<file path="src/rtl/kyber_pkg.sv">
// rtl/kyber_pkg.sv - shared Kyber constants and basemul controller state type
package kyber_pkg;

   localparam int KYBER_N   = 256;
   localparam int ADDR_W    = 7;
   localparam int ZETA_BASE = 64;

   typedef enum logic [2:0] {
      ST_IDLE,
      ST_FETCH,
      ST_START,
      ST_WAIT,
      ST_WRITE,
      ST_DONE
   } bm_state_e;

endpackage

</file>
<file path="src/rtl/basemul_ctrl.sv">
// rtl/basemul_ctrl.sv - sequencer for a 256-coefficient pointwise basemul pass
module basemul_ctrl
   import kyber_pkg::*;
#(
   parameter int RAM_LAT    = 1,
   parameter int ZETA_BASE  = kyber_pkg::ZETA_BASE,
   parameter int BM_TIMEOUT = 15
) (
   input  logic              clk,
   input  logic              rst,
   input  logic              start,
   output logic              busy,
   output logic              done,
   output logic              err,
   output logic [ADDR_W-1:0] in_addra,
   output logic [ADDR_W-1:0] in_addrb,
   output logic              in_re,
   output logic [ADDR_W-1:0] zeta_addr,
   output logic              bm_start,
   input  logic              bm_valid,
   output logic [ADDR_W-1:0] out_addra,
   output logic [ADDR_W-1:0] out_addrb,
   output logic              out_we
);

   // Each iteration handles two words (four coefficients), so 64 iterations.
   localparam int          K_W    = 6;
   localparam logic [K_W-1:0] LAST_K = K_W'(KYBER_N / 4 - 1);
   localparam int          CNT_MAX = (RAM_LAT > BM_TIMEOUT) ? RAM_LAT : BM_TIMEOUT;
   localparam int          CNT_W   = $clog2(CNT_MAX + 1);

   bm_state_e         state_q, state_d;
   logic [K_W-1:0]    k_q, k_d;
   logic [CNT_W-1:0]  cnt_q, cnt_d;
   logic              err_q, err_d;

   logic              busy_q, busy_d;
   logic              done_q, done_d;
   logic              in_re_q, in_re_d;
   logic              bm_start_q, bm_start_d;
   logic              out_we_q, out_we_d;
   logic [ADDR_W-1:0] in_addra_q, in_addra_d;
   logic [ADDR_W-1:0] in_addrb_q, in_addrb_d;
   logic [ADDR_W-1:0] zeta_addr_q, zeta_addr_d;
   logic [ADDR_W-1:0] out_addra_q, out_addra_d;
   logic [ADDR_W-1:0] out_addrb_q, out_addrb_d;

   // Next state, iteration index, shared fetch/timeout counter and error flag.
   // Outputs are decoded from the next state so registering them adds no lag.
   always_comb begin
      state_d     = state_q;
      k_d         = k_q;
      cnt_d       = cnt_q;
      err_d       = err_q;
      case (state_q)
         ST_IDLE: begin
            if (start) begin
               state_d = ST_FETCH;
               k_d     = '0;
               cnt_d   = '0;
               err_d   = 1'b0;
            end
         end
         ST_FETCH: begin
            if (cnt_q == CNT_W'(RAM_LAT - 1)) begin
               state_d = ST_START;
               cnt_d   = '0;
            end else begin
               cnt_d = cnt_q + 1'b1;
            end
         end
         ST_START: begin
            state_d = ST_WAIT;
            cnt_d   = '0;
         end
         ST_WAIT: begin
            // A valid arriving on the last allowed cycle still wins over timeout.
            if (bm_valid) begin
               state_d = ST_WRITE;
            end else if (cnt_q == CNT_W'(BM_TIMEOUT - 1)) begin
               state_d = ST_DONE;
               err_d   = 1'b1;
            end else begin
               cnt_d = cnt_q + 1'b1;
            end
         end
         ST_WRITE: begin
            if (k_q == LAST_K) begin
               state_d = ST_DONE;
            end else begin
               state_d = ST_FETCH;
               k_d     = k_q + 1'b1;
               cnt_d   = '0;
            end
         end
         ST_DONE: state_d = ST_IDLE;
         default: state_d = ST_IDLE;
      endcase

      busy_d      = (state_d != ST_IDLE);
      done_d      = (state_d == ST_DONE);
      in_re_d     = (state_d == ST_FETCH);
      bm_start_d  = (state_d == ST_START);
      out_we_d    = (state_d == ST_WRITE);
      in_addra_d  = in_addra_q;
      in_addrb_d  = in_addrb_q;
      zeta_addr_d = zeta_addr_q;
      out_addra_d = out_addra_q;
      out_addrb_d = out_addrb_q;
      if (state_d == ST_FETCH) begin
         in_addra_d  = {k_d, 1'b0};
         in_addrb_d  = {k_d, 1'b1};
         zeta_addr_d = ADDR_W'(ZETA_BASE) + ADDR_W'(k_d);
      end
      if (state_d == ST_WRITE) begin
         out_addra_d = {k_d, 1'b0};
         out_addrb_d = {k_d, 1'b1};
      end
   end

   // State and registered outputs; reset clears everything and aborts a run.
   always_ff @(posedge clk) begin
      if (rst) begin
         state_q     <= ST_IDLE;
         k_q         <= '0;
         cnt_q       <= '0;
         err_q       <= 1'b0;
         busy_q      <= 1'b0;
         done_q      <= 1'b0;
         in_re_q     <= 1'b0;
         bm_start_q  <= 1'b0;
         out_we_q    <= 1'b0;
         in_addra_q  <= '0;
         in_addrb_q  <= '0;
         zeta_addr_q <= '0;
         out_addra_q <= '0;
         out_addrb_q <= '0;
      end else begin
         state_q     <= state_d;
         k_q         <= k_d;
         cnt_q       <= cnt_d;
         err_q       <= err_d;
         busy_q      <= busy_d;
         done_q      <= done_d;
         in_re_q     <= in_re_d;
         bm_start_q  <= bm_start_d;
         out_we_q    <= out_we_d;
         in_addra_q  <= in_addra_d;
         in_addrb_q  <= in_addrb_d;
         zeta_addr_q <= zeta_addr_d;
         out_addra_q <= out_addra_d;
         out_addrb_q <= out_addrb_d;
      end
   end

   assign busy      = busy_q;
   assign done      = done_q;
   assign err       = err_q;
   assign in_re     = in_re_q;
   assign bm_start  = bm_start_q;
   assign out_we    = out_we_q;
   assign in_addra  = in_addra_q;
   assign in_addrb  = in_addrb_q;
   assign zeta_addr = zeta_addr_q;
   assign out_addra = out_addra_q;
   assign out_addrb = out_addrb_q;

endmodule
</file>
<file path="config.mk">
export PLATFORM = sky130hd
export DESIGN_NAME = basemul_ctrl
export DESIGN_NICKNAME = d
export VERILOG_FILES = /design/src/rtl/kyber_pkg.sv /design/src/rtl/basemul_ctrl.sv
export SDC_FILE = /design/constraint.sdc
export NUM_CORES = 1
export LEC_CHECK = 0
export ABC_CLOCK_PERIOD_IN_PS = 1900
export BUFFER_PORTS_ARGS = -buffer_cell sky130_fd_sc_hd__buf_2
export CORE_MARGIN = 4
export CORE_UTILIZATION = 30
export CTS_CLUSTER_SIZE = 14
export DETAILED_ROUTE_END_ITERATION = 8
export GPL_TIMING_DRIVEN = 0
export HOLD_SLACK_MARGIN = 0.06
export SLEW_MARGIN = 40
export SYNTH_ARGS = -nofsm -noshare
export SYNTH_HDL_FRONTEND = slang
export SYNTH_SLANG_ARGS = --single-unit
</file>
<file path="constraint.sdc">
create_clock -name clk -period 1.9 [get_ports clk]
set_input_delay 0.095 -clock clk [delete_from_list [all_inputs] [get_ports clk]]
set_output_delay 0.095 -clock clk [all_outputs]
set_load 0.05 [all_outputs]
</file>
# ---- After elaboration in Yosys (flattened, before gate mapping)
# Cells that the tools add are included.
dict set report classes {
  n_reduce_logical 7
  muxes 19
  n_eq_ne 15
  n_addsub 3
}
# operator n
set ops {}
lappend ops {{4-bit two-way mux} 5}
lappend ops {{4-bit one-hot mux with 5 select lines} 1}
lappend ops {{3-bit two-way mux} 5}
lappend ops {{3-bit one-hot mux with 5 select lines} 1}
lappend ops {{6-bit two-way mux} 2}
lappend ops {{6-bit one-hot mux with 2 select lines} 1}
lappend ops {{2-bit != test, second input constant} 5}
lappend ops {{3-bit by 2-bit == test with 1-bit output, second input constant} 3}
lappend ops {{3-bit == test, second input constant} 3}
lappend ops {{7-bit by 6-bit adder with 7-bit output, first input constant} 1}
lappend ops {{6-bit by 1-bit adder with 6-bit output, second input constant} 1}
lappend ops {{3-bit by 1-bit == test with 1-bit output, second input constant} 2}
lappend ops {{6-bit == test, second input constant} 1}
lappend ops {{5-bit AND reduction} 1}
lappend ops {{5-bit nonzero test} 1}
lappend ops {{4-bit by 1-bit adder with 4-bit output, second input constant} 1}
lappend ops {{4-bit == test, second input constant} 1}
lappend ops {{4-bit logical NOT} 1}
lappend ops {{4-bit AND reduction} 1}
lappend ops {{3-bit logical NOT} 1}
lappend ops {{1-bit two-way mux} 3}
lappend ops {{3-bit nonzero test} 1}
lappend ops {{1-bit one-hot mux with 2 select lines} 1}
lappend ops {{2-bit nonzero test} 1}
dict set report totals {
  ff_bits 52
  elab_cells 58
  output_inout_bits 41
  in_bits 4
}

# ---- Depth between registers and ports, before layout
dict set report logic_depth {
  ltp_word 5
  mapped_depth 7
  ltp_nobuf 6
}

# ---- Worst setup path after synthesis
# Ideal clock, no wire load.
dict set report synth_timing {
  path_type {flip-flop to flip-flop}
  startpoint {reg cnt_q[0]}
  endpoint {reg in_addrb_q[5], in the netlist in_addrb[5]}
  setup_time_ns 0.121
  required_time_ns 1.779
  n_path_buf 1
  synth_period_minus_slack_ns 1.933
  path_stages_with_launch 8
  arrival_ns 1.812
  slack_ns -0.033
  cell_sequence {dfxtp_1 inv_1 ha_1 nor4b_2 o32ai_2 and3_1 buf_6 mux2_4}
}
dict set report synth_via {
  elab_chain_cells 5
  elab_cells_between_ends 7
  cone_classes {eq/ne (2); mux (4); reduce/logical (1)}
}
# item line
set synth_lines {}
lappend synth_lines {{start, declared} basemul_ctrl.sv:34} ;# logic [CNT_W-1:0] cnt_q, cnt_d;
lappend synth_lines {{start signal, assigned} basemul_ctrl.sv:141} ;# cnt_q <= cnt_d;
lappend synth_lines {{4-bit == test} basemul_ctrl.sv:80} ;# end else if (cnt_q == CNT_W'(BM_TIMEOUT - 1)) begin
lappend synth_lines {{3-bit two-way mux} basemul_ctrl.sv:80}
lappend synth_lines {{3-bit two-way mux} basemul_ctrl.sv:78} ;# if (bm_valid) begin
lappend synth_lines {{3-bit one-hot mux with 5 select lines (*)} basemul_ctrl.sv:55} ;# case (state_q)
lappend synth_lines {{3-bit by 1-bit == test with 1-bit output (*)} basemul_ctrl.sv:110} ;# if (state_d == ST_FETCH) begin
lappend synth_lines {{end signal, assigned} basemul_ctrl.sv:149} ;# in_addrb_q <= in_addrb_d;
lappend synth_lines {{end, declared} basemul_ctrl.sv:43} ;# logic [ADDR_W-1:0] in_addrb_q, in_addrb_d;
# Mark *: on every way between the ends. The rest lies on a longest branch, timed or not.
# A chain may end at the register's enable or synchronous reset.

# ---- Worst setup path in the final report
dict set report layout_timing {
  startpoint {reg state_q[1]}
  endpoint {reg out_addrb_q[1], in the netlist out_addrb[1]}
}
dict set report layout_via {
  elab_chain_cells 4
  elab_cells_between_ends 12
  cone_classes {eq/ne (5); mux (6); reduce/logical (1)}
}
# item line
set layout_lines {}
lappend layout_lines {{start, declared} basemul_ctrl.sv:32} ;# bm_state_e state_q, state_d;
lappend layout_lines {{start signal, assigned} basemul_ctrl.sv:139} ;# state_q <= state_d;
lappend layout_lines {{3-bit two-way mux} basemul_ctrl.sv:80}
lappend layout_lines {{3-bit two-way mux} basemul_ctrl.sv:78}
lappend layout_lines {{3-bit one-hot mux with 5 select lines} basemul_ctrl.sv:55}
lappend layout_lines {{3-bit == test} basemul_ctrl.sv:115} ;# if (state_d == ST_WRITE) begin
lappend layout_lines {{end signal, assigned} basemul_ctrl.sv:152} ;# out_addrb_q <= out_addrb_d;
lappend layout_lines {{end, declared} basemul_ctrl.sv:46} ;# logic [ADDR_W-1:0] out_addrb_q, out_addrb_d;
# Parallel ways exist; a longest one is shown, timed or not.

==> impl_results.md <==
- Synth top area cells: dfxtp_1, buf_4, nor2_1
- Post-synth top area cell: dfxtp_1
- N_diodes: 0
- Critical path capture point type: register
- Max Cap Viol: 0
- #FFs+latches synth: 33
- Max Freq: 0.539 GHz
- Register clock-pin slew on the reported worst setup and hold paths: 0.07 ns
- Cts hold-fix bufs: 0
- Worst path top cell family by delay: simple AND/OR/NAND/NOR gates
- Layout net count: 271
- WS Path Type: reg -> reg
- Setup violations, final: 0
- Maximum buffer depth of the clock tree: 2
- Largest net degree at the start of global routing: 11
- Met3 GRT Util: 0.0369
- Post-Syn Area: 1780 µm²
- Starting Density: 0.316
- Post-detail-place hpwl: 3350 µm
- Min-delay worst type: in -> reg
- Drt wl/cell: 14.5 µm
- Die X: 85.1 µm
- Vias in the first global route: 1684
- Share of layout cells above drive strength 1: 0.420
- Switching power total: 0.630 mW
- Antenna Violating Nets Remaining: 0
- Actual slew at the worst max-slew pin: 0.647 ns
- Number of placed cells counting well taps: 325
- Flop pwr share: 0.425
- Most common cell in the netlist: dfxtp_1
- Syn-to-layout area delta: 32.0%
- Internal: 1.14 mW
- Mapped Avg Cell Area: 8.48 µm²
- Cell count after synthesis: 210
- Via count: 1713
- Worst Reg-to-Reg Cells: 4
- Routability Congestion: 0.870
- Synth unique cells: 50
- Synth top cells by count: dfxtp_1, buf_4, nor2_1, nand2_1, a21oi_1
- Num CTS Buffers: 5
- TritonCTS clock tree: yes
- Met1 Use GR: 0.187
- Final period util: 0.977
- First-pass GRT wire length: 8200 µm
- Worst path max stage delay: 0.44 ns
- # rows: 27
- Fin crit period: 1.86 ns
- Worst hold stages: 2
- Worst Hold Endpoint: k_q[2]
- Die extent in y: 85.1 µm
- Remaining DRCs: 0
- Combinational group share of total power: 0.290
- All-Layer GR Usage: 0.142
- Outcome: finished clean
- Slowest CP cell: or3_4
- Root buffer cell: clkbuf_8
- Pwr Density: 754 nW/µm²
- Final non-filler cell total: 336
- Dominant synthesized flop cell: dfxtp_1
- Worst Path Buf+Inv: 0
- Pins Over Slew Limit: 0
- DR iter-0 viols: 106
- Sw frac: 0.355
- Hold_ws: 0.112 ns
- Worst-Skew Late Latency: 0.29 ns
- Routed wire length: 4860 µm
- Ys Warns: 0
- Grt met2 use: 0.215
- Crit Reg-Reg Startpoint: state_q[1]
- RSZ-0062 raised after global routing: yes
- Die ar.: 7240 µm²
- H-tree Lvls: 2
- Share of the yosys chip area belonging to registers: 0.371
- Relative slew slack: 0.569
- Hold path startpoint: rst
- VDD IR max: 0.258 mV
- Initial antenna violation count: 0
- IO Count: 45
- Setup TNS: 0 ns
- Via density: 5.10
- CP arrival: 2.07 ns
- Leakage power: 1.03 nW
- End-of-flow core utilization: 0.417
- Total grt overflow: 0
- CTS sink count: 33
- Post-synth ARST share: 0
- Worst r2r dst: out_addrb[1]
- Crit start category: register
- Required time of the critical path: 2.11 ns
- EDFF count, synth: 0
- R2R Setup Slk: 0.04 ns
- Clock skew: 0.00502 ns
- Clk pwr share: 0.286
- GRT busiest layer: met2
- Core area: 5640 µm²
- Critical-path cell list: or3b_4 > or3_4 > a211o_4 > a211oi_2
- I/O Buffers: 42
- Fin. Hold Viols: 0
- Top-area cell type share of the netlist area: 0.371
- Largest fanout on the critical path: 7
- Initial DRT Pass Iterations: 4
-- kinds of logic after synthesis --
| group | after synthesis | share of synthesized area |
|---|---|---|
| other | 1 | 0.00210 |
| buffers and inverters | 37 | 0.130 |
| AO/OA/AOI/OAI | 49 | 0.195 |
| multiplexers | 2 | 0.0147 |
| AND/OR/NAND/NOR | 84 | 0.260 |
| flip-flops | 33 | 0.371 |
| adder cells (fa/ha/maj) | 4 | 0.0281 |
-- worst max path at each step --
stage | start | to | slack [ns] | cells past startpoint
6_report | state_q[1] | out_addrb[1] | 0.04 | 4
5_1_grt | cnt_q[0] | in_addrb[5] | -0.04 | 6
2_1_floorplan | cnt_q[0] | in_addrb[5] | -0.03 | 7
3_5_place_dp | cnt_q[0] | in_addrb[5] | -0.32 | 7
3_3_place_gp | cnt_q[0] | in_addrb[5] | -0.30 | 7
4_1_cts | state_q[2] | in_addrb[1] | -0.007 | 6
-- power groups by stage --
stage,Sequential (mW),Clock (mW),Combinational [mW]
final,0.752,0.507,0.513
after global routing,0.759,0.552,0.550
after CTS,0.752,0.521,0.496
after detailed placement,0.765,0,0.477
after global placement,0.764,0,0.475
after floorplan,0.845,0,0.294
-- stage by stage --
step / area [µm²] / worst slack, ns / power (mW)
after floorplan: 1790 / -0.0335 / 1.14
after global placement: 2090 / -0.299 / 1.24
after detailed placement: 2090 / -0.322 / 1.24
after CTS: 2270 / -0.00682 / 1.77
after global routing: 2350 / -0.0443 / 1.86
final: 2350 / 0.0439 / 1.77
-- final cells by class --
type	instances	area [µm²]
fillers	585	3290
multi-input cells	141	1040
flip-flops and latches	33	668
repair buffers	49	263
plain buffers	27	184
well taps	72	90.1
clock buffers	8	80.1
inverters	6	22.5
-- routing by layer --
layer / routed length, µm / vias to the layer above
met4: 92 / 0
met3: 290 / 8
met5: 0 / -
met1: 2280 / 807
li1: - / 852
met2: 2200 / 46
-- worst reg2reg max path, delay by kind of cell, from the launching register on --
kind / cells / cell delay (ns)
AND/OR/NAND/NOR: 2 / 0.83
flip-flops: 1 / 0.36
AO/OA/AOI/OAI: 2 / 0.58
-- repair_timing --
item | in CTS | in global routing
hold endpoints to repair | 0 | 0
endpoints found under the setup margin | 18 | 17
pin swaps | 2 | 8
gates resized for setup | 21 | 20
setup buffers | 5 | 2
-- state kept, by name (all words and copies together), names as in the netlist --
| register | count |
|---|---|
| bm_start | 1 |
| busy | 1 |
| cnt_q | 4 |
| done | 1 |
| err | 1 |
| in_addrb | 6 |
| in_re | 1 |
| k_q | 6 |
| out_addrb | 7 |
| out_we | 1 |
| state_q | 3 |
| zeta_addr | 1 |
-- placed cells by master, fill, tap and decap left out, types with 5 or more instances in the layout --
| cell | count |
|---|---|
| clkbuf_8 | 5 |
| nor3_1 | 6 |
| nor2b_1 | 7 |
| dfxtp_2 | 6 |
| buf_4 | 28 |
| nand3_1 | 5 |
| a21oi_1 | 12 |
| nand2_1 | 12 |
| nor2_1 | 16 |
| clkbuf_1 | 5 |
| o21ai_0 | 7 |
| inv_1 | 6 |
| buf_2 | 43 |
| dfxtp_1 | 27 |
Power figures use the tool's default switching activity.
